## config.mk

```make
export PLATFORM = sky130hd
export DESIGN_NAME = wino_tile_feeder
export DESIGN_NICKNAME = d
export VERILOG_FILES = /design/src/rtl/wino_tile_feeder.sv
export SDC_FILE = /design/constraint.sdc
export NUM_CORES = 1
export LEC_CHECK = 0
export CAP_MARGIN = 20
export CORE_ASPECT_RATIO = 2
export CORE_MARGIN = 2
export CORE_UTILIZATION = 45
export DETAILED_ROUTE_END_ITERATION = 6
export SYNTH_ARGS = -nofsm -noshare
export SYNTH_HDL_FRONTEND = slang
export SYNTH_SLANG_ARGS = --single-unit
```

## constraint.sdc

```tcl
create_clock -name clk -period 11.9 [get_ports clk]
set_input_delay 2.38 -clock clk [delete_from_list [all_inputs] [get_ports clk]]
set_output_delay 2.38 -clock clk [all_outputs]
set_load 0.01 [all_outputs]
```

## src/rtl/wino_tile_feeder.sv

```systemverilog
// -----------------------------------------------------------------------------
// wino_tile_feeder
// Producer side of the Winograd F(2x2,3x3) data-tile interface. Takes one
// IMG_H x IMG_W feature map as a raster pixel stream and emits overlapping
// 4x4 tiles (stride 2) for the data-transform stage. Four image rows live in a
// circular line buffer (image row r in slot r%4); input is stalled while a
// tile row is being emitted, so no live row is ever overwritten.
//
// Optional build macro:
//   WINO_PAD_EN  - apply a 1-pixel zero border (virtual (IMG_H+2)x(IMG_W+2)
//                  image, IMG_H/2 x IMG_W/2 tiles). Undefined: valid-only
//                  tiling, (IMG_H-2)/2 x (IMG_W-2)/2 tiles.
//
// Ports:
//   clk        in   clock, rising edge
//   rstn       in   asynchronous active-low reset
//   s_valid    in   input pixel valid
//   s_ready    out  feeder accepts a pixel
//   s_pixel    in   pixel [W-1:0], raster order
//   tile_valid out  tile_data holds a tile
//   tile_ready in   downstream accepts the tile
//   tile_data  out  4x4 tile, element (r,c) at [(15-(4r+c))*W +: W]
//   tile_row   out  tile-row index of the current tile
//   tile_col   out  tile-column index of the current tile
//   frame_done out  one-cycle pulse after the last tile of a frame handshakes
// -----------------------------------------------------------------------------
module wino_tile_feeder #(
    parameter int W     = 8,
    parameter int IMG_W = 8,
    parameter int IMG_H = 8
) (
    input  logic            clk,
    input  logic            rstn,
    input  logic            s_valid,
    output logic            s_ready,
    input  logic [W-1:0]    s_pixel,
    output logic            tile_valid,
    input  logic            tile_ready,
    output logic [16*W-1:0] tile_data,
    output logic [7:0]      tile_row,
    output logic [7:0]      tile_col,
    output logic            frame_done
);

`ifdef WINO_PAD_EN
    localparam int TILE_ROWS = IMG_H / 2;
    localparam int TILE_COLS = IMG_W / 2;
    localparam int ORIGIN    = 1;   // tile (0,0) starts at real row/col -1
`else
    localparam int TILE_ROWS = (IMG_H - 2) / 2;
    localparam int TILE_COLS = (IMG_W - 2) / 2;
    localparam int ORIGIN    = 0;
`endif
    localparam int CW = (IMG_W > 1) ? $clog2(IMG_W) : 1;

    typedef enum logic [0:0] {
        ST_FILL = 1'b0,
        ST_EMIT = 1'b1
    } state_t;

    state_t            state_r;
    logic [15:0]       pix_row_r;     // rows completed so far == row being filled
    logic [15:0]       pix_col_r;
    logic [7:0]        tile_row_r;
    logic [7:0]        tile_col_r;
    logic              s_ready_r;
    logic              tile_valid_r;
    logic [16*W-1:0]   tile_data_r;
    logic              frame_done_r;
    logic [W-1:0]      lb_r [4][IMG_W];

    logic              pix_acc_s;
    logic [7:0]        nxt_t_s;
    logic [7:0]        nxt_k_s;
    logic [16*W-1:0]   gather_s;

    // Index of the last real image row that tile row t depends on.
    function automatic logic [15:0] last_row_f(input logic [7:0] t);
        int v;
`ifdef WINO_PAD_EN
        v = 2 * int'(t) + 2;
        if (v > IMG_H - 1) begin
            v = IMG_H - 1;
        end else begin
            v = v;
        end
`else
        v = 2 * int'(t) + 3;
`endif
        return 16'(v);
    endfunction

    assign pix_acc_s = s_valid && s_ready_r;

    // Coordinates of the tile that will be loaded at the next load event.
    always_comb begin
        nxt_t_s = tile_row_r;
        nxt_k_s = 8'd0;
        if (state_r == ST_EMIT) begin
            if (tile_col_r == 8'(TILE_COLS - 1)) begin
                nxt_t_s = tile_row_r + 8'd1;
                nxt_k_s = 8'd0;
            end else begin
                nxt_t_s = tile_row_r;
                nxt_k_s = tile_col_r + 8'd1;
            end
        end else begin
            nxt_t_s = tile_row_r;
            nxt_k_s = 8'd0;
        end
    end

    // Assemble the next tile from the line buffer; the pixel being written
    // this cycle is forwarded because EMIT entry loads on the same edge.
    always_comb begin
        gather_s = '0;
        for (int i = 0; i < 4; i++) begin
            for (int j = 0; j < 4; j++) begin
                automatic int           src_row = 2 * int'(nxt_t_s) + i - ORIGIN;
                automatic int           src_col = 2 * int'(nxt_k_s) + j - ORIGIN;
                automatic logic [1:0]   slot_v  = src_row[1:0];
                automatic logic [CW-1:0] col_v  = src_col[CW-1:0];
                automatic logic         fwd_v;
                automatic logic [W-1:0] elem_v;
                fwd_v  = pix_acc_s && (pix_row_r[1:0] == slot_v) &&
                         (pix_col_r == 16'(src_col));
                elem_v = fwd_v ? s_pixel : lb_r[slot_v][col_v];
`ifdef WINO_PAD_EN
                elem_v = ((src_row >= 0) && (src_row < IMG_H) &&
                          (src_col >= 0) && (src_col < IMG_W)) ? elem_v : {W{1'b0}};
`endif
                gather_s[(15 - (4 * i + j)) * W +: W] = elem_v;
            end
        end
    end

    // Line buffer write port (storage only, deliberately not reset).
    always_ff @(posedge clk) begin
        if (pix_acc_s) begin
            lb_r[pix_row_r[1:0]][pix_col_r[CW-1:0]] <= s_pixel;
        end
    end

    // Control FSM: pixel/tile counters and all registered outputs.
    always_ff @(posedge clk or negedge rstn) begin
        if (!rstn) begin
            state_r      <= ST_FILL;
            pix_row_r    <= 16'd0;
            pix_col_r    <= 16'd0;
            tile_row_r   <= 8'd0;
            tile_col_r   <= 8'd0;
            s_ready_r    <= 1'b0;
            tile_valid_r <= 1'b0;
            tile_data_r  <= '0;
            frame_done_r <= 1'b0;
        end else begin
            frame_done_r <= 1'b0;
            case (state_r)
                ST_FILL: begin
                    s_ready_r    <= 1'b1;
                    tile_valid_r <= 1'b0;
                    if (pix_acc_s) begin
                        if (pix_col_r == 16'(IMG_W - 1)) begin
                            pix_col_r <= 16'd0;
                            pix_row_r <= pix_row_r + 16'd1;
                            // Row completing the window for this tile row.
                            if (pix_row_r == last_row_f(tile_row_r)) begin
                                state_r      <= ST_EMIT;
                                s_ready_r    <= 1'b0;
                                tile_valid_r <= 1'b1;
                                tile_data_r  <= gather_s;
                                tile_col_r   <= 8'd0;
                            end
                        end else begin
                            pix_col_r <= pix_col_r + 16'd1;
                        end
                    end
                end
                ST_EMIT: begin
                    s_ready_r <= 1'b0;
                    if (tile_ready) begin
                        if (tile_col_r == 8'(TILE_COLS - 1)) begin
                            if (tile_row_r == 8'(TILE_ROWS - 1)) begin
                                frame_done_r <= 1'b1;
                                pix_row_r    <= 16'd0;
                                pix_col_r    <= 16'd0;
                                tile_row_r   <= 8'd0;
                                tile_col_r   <= 8'd0;
                                state_r      <= ST_FILL;
                                tile_valid_r <= 1'b0;
                                s_ready_r    <= 1'b1;
                            end else begin
                                tile_row_r <= tile_row_r + 8'd1;
                                tile_col_r <= 8'd0;
                                // Next tile row may already be fully buffered.
                                if (pix_row_r > last_row_f(tile_row_r + 8'd1)) begin
                                    tile_data_r <= gather_s;
                                end else begin
                                    state_r      <= ST_FILL;
                                    tile_valid_r <= 1'b0;
                                    s_ready_r    <= 1'b1;
                                end
                            end
                        end else begin
                            tile_col_r  <= tile_col_r + 8'd1;
                            tile_data_r <= gather_s;
                        end
                    end
                end
                default: begin
                    state_r      <= ST_FILL;
                    tile_valid_r <= 1'b0;
                    s_ready_r    <= 1'b0;
                end
            endcase
        end
    end

    assign s_ready    = s_ready_r;
    assign tile_valid = tile_valid_r;
    assign tile_data  = tile_data_r;
    assign tile_row   = tile_row_r;
    assign tile_col   = tile_col_r;
    assign frame_done = frame_done_r;

endmodule
```

==> results.py <==
metrics = {
    "run_status": {
        "status": "finished, final reports clean",
    },
    "clocking": {
        "h-tree-depth": 2,
        "cts_root_buf": "clkbuf_16",
        "post_cts_buffers": 0,
        "insertion_delay_ns": 0.57,
        "path_clk_slew_ns": 0.07,
        "cts_resized": 0,
        "cts.sinks": 436,
        "holdBufCountCts": 0,
        "cts_buffer_depth": 3,
        "cts_buffers": 40,
        "cts_tree": "done",
    },
    "final_layout": {
        "final_area_mm2": 0.02725,
        "nets": 2055,
        "fillers": 4486,
        "area_growth_pct": 15.46,
        "layout_common_cells": "mux2i_1, edfxtp_1, dfrtp_1",
        "n_antenna_cell": 0,
        "final_common_cell": "mux2i_1",
        "drive_gt1_share_pct": 12.51,
        "multi_input_area_mm2": 0.01092,
        "fin_util_pct": 52.59,
        "register_area_mm2": 0.01219,
        "final_cells": 2714,
    },
    "sta": {
        "max_freq_mhz": 146.0,
        "slew_headroom_pct": 12.07,
        "fin_crit_sh_pct": 57.57,
        "setup_viol": 0,
        "rsz0062_at_grt": "false",
        "worst_pin_slew_ns": 1.319,
        "skew_ns": 0.02302,
        "maxSlewViolCount": 0,
        "tns_ns": 0,
        "finalHoldViolCount": 0,
        "fin_crit_ns": 6.851,
    },
    "power_and_ir_drop": {
        "internal-power_w": 0.004593,
        "p_clk_share_pct": 17.7,
        "sw_frac_of_total_pct": 39.15,
        "power_density_mw_per_mm2": 276.9,
        "ir_drop_v": 0.0002862,
        "p_leak_nw": 10.59,
        "pwr-share-seq_pct": 28.4,
        "pwr-share-comb_pct": 53.9,
        "p_sw_w": 0.002955,
    },
    "yosys": {
        "synth_xor_area_share_pct": 1.924,
        "synth_cell_type_count": 68,
        "synth_top_family_by_area": "multiplexers",
        "syn_inst": 1929,
        "yosysWarnings": 0,
        "syn_avg_cell_area_um2": 12.24,
        "yosysSeqAreaShare_pct": 51.65,
        "netlist_top_cells_area": "edfxtp_1, dfrtp_1, mux2i_1, mux4_2, mux2_2",
        "synth-seq-cells": 436,
        "synth-main-ff-cell": "edfxtp_1",
        "synth-edff-count": 256,
        "synthArstFlopShare_pct": 41.28,
        "synth_fp_nets": 1960,
        "synth_fa_ha_area_share_pct": 1.007,
        "synth_compound_area_share_pct": 10.65,
        "yosysTopAreaCellShare_pct": 32.56,
        "yosys.area_share.simple_pct": 9.106,
        "syn-cell-area_mm2": 0.02361,
        "synthMuxAreaShare_pct": 22.94,
        "yosys.area.top_type": "edfxtp_1",
    },
    "route": {
        "wl_um": 72440,
        "viasPerCell": 6.242,
        "highest_layer": "met4",
        "wl_met2_um": 39630,
        "drc": 0,
        "wl_per_cell_um": 26.69,
        "drt-initial-drc-count": 1108,
        "vias": 16940,
        "wl_met3_um": 3068,
        "ant_nets": 0,
        "first_pass_iters": 5,
        "wl_met1_um": 25310,
    },
    "setup_path": {
        "slowest_stage": "a2111oi_4",
        "cp.required_ns": 12.34,
        "crit_chain": "inv_1 -> ha_1 -> or4b_1 -> o21ai_1 -> nand2b_2 -> buf_4 -> inv_1 -> ha_2 -> buf_4 -> xor2_1 -> nor4_1 -> o21ai_0 -> mux2i_1 -> o211ai_1 -> buf_4 -> a2111oi_4 -> nor3_1 -> a221o_1",
        "critPathCaptureType": "flop",
        "start_kind": "flop",
        "worstPathArrival_ns": 7.29,
        "reg2reg_slack_ns": 5.05,
        "path_class": "flop to flop",
        "cp-startpoint": "tile_col[0]",
        "cpMostUsedCell": "buf_4",
        "crit_family": "buffers and inverters",
        "crit_path_max_fanout": 66,
        "worstReg2RegStart": "tile_col[0]",
        "crit_buf_inv": 5,
        "slowest_delay_ns": 0.92,
    },
    "floorplanning": {
        "die_area_mm2": 0.05442,
        "rows": 118,
        "dieWidth_um": 166.0,
        "core_area_mm2": 0.05182,
        "num_io_pins": 159,
        "die_y_um": 327.9,
        "start_util_pct": 45.55,
    },
    "placement": {
        "dp.final_hpwl_um": 49860,
        "io_buffers": 158,
        "place_congestion": 0.9454,
        "place_area_mm2": 0.02590,
        "placed_cells": 2640,
    },
    "grt": {
        "grtUsageTotal_pct": 26.37,
        "grt_pass1_vias": 17470,
        "antenna_found_initial": 0,
        "grt_pass1_wl_um": 107500,
        "grt_max_degree": 152,
        "grt_overflow": 0,
    },
    "min_path": {
        "hp-class": "flop to flop",
        "hp-start": "tile_data[55]",
    },
    "job": {
        "drv_cap": 0,
    },
}
[power by group through the flow]
| stage | Sequential [W] | Combinational (W) | Clock, W |
|---|---|---|---|
| after floorplan | 0.00215 | 0.00271 | 0 |
| after global placement | 0.00217 | 0.00399 | 0 |
| after detailed placement | 0.00217 | 0.00406 | 0 |
| after CTS | 0.00214 | 0.00407 | 0.00134 |
| after global routing | 0.00217 | 0.00435 | 0.00140 |
| final | 0.00214 | 0.00407 | 0.00133 |
[worst register-to-register path: stages, from the launching register on]
cell       delay [ns]
dfrtp_1          0.62
inv_1            0.25
ha_1             0.18
or4b_1           0.58
o21ai_1          0.21
nand2b_2         0.13
buf_4            0.78
inv_1            0.32
ha_2             0.42
buf_4            0.85
xor2_1           0.23
nor4_1           0.21
o21ai_0          0.12
mux2i_1          0.14
o211ai_1         0.11
buf_4            0.22
a2111oi_4        0.92
nor3_1           0.15
a221o_1          0.31
[cell families after synthesis]
logic type	after synthesis
simple gates	425
xor+xnor	51
mux	453
buf+inv	167
flops	436
fa+ha+maj	19
compound gates	378
[synth_stat cells, types with 24 or more instances]
library cell,instances
nor3_1,87
mux2i_1,324
xnor2_1,26
o22ai_1,64
clkbuf_1,113
nand2_1,125
inv_1,26
a21oi_1,83
mux4_2,64
xor2_1,24
dfrtp_1,180
and2_1,36
edfxtp_1,256
o21ai_0,97
nor2_1,62
mux2_2,65
a221o_1,65
nand3_1,31
[final cells by class]
type	count	area share, %
Clock buffer	53	4.077
Clock inverter	19	0.8080
Inverter	26	0.3581
Multi-Input combinational cell	1326	40.05
Sequential cell	436	44.73
Tap cell	660	3.030
Timing Repair Buffer	194	6.946
[routing by layer]
layer / track usage [%] / up-vias
li1: - / 7637
met1: 27.60 / 8570
met2: 50.87 / 548
met3: 2.843 / 187
met4: 14.67 / 0
met5: 0 / -
[final timing paths]
kind | cells after the start | end
setup / recovery | 18 | tile_data[78]
hold / removal | 2 | tile_data[55]
setup reg to reg | 18 | tile_data[78]
hold reg to reg | 2 | tile_data[55]
max in group asynchronous | 3 | tile_data[28]
min in group asynchronous | 1 | tile_col[7]
[state kept, by name (all words and copies together), names as in the netlist]
register	cells
frame_done	1
lb_r	256
pix_col_r	16
pix_row_r	16
s_ready	1
state_r	1
tile_col	8
tile_data	128
tile_row	8
tile_valid	1
[per-stage QoR]
stage / total power, W / hold WS, ns / worst slack (ns)
6_report: 0.007548 / 0.4766 / 5.049
5_1_grt: 0.007919 / 0.5075 / 4.609
4_1_cts: 0.007556 / 0.4843 / 5.067
3_5_place_dp: 0.006228 / 0.4698 / 5.010
3_3_place_gp: 0.006157 / 0.4658 / 4.995
2_1_floorplan: 0.004853 / 0.4594 / 6.044
No activity file was read; power rests on OpenSTA's default activity.
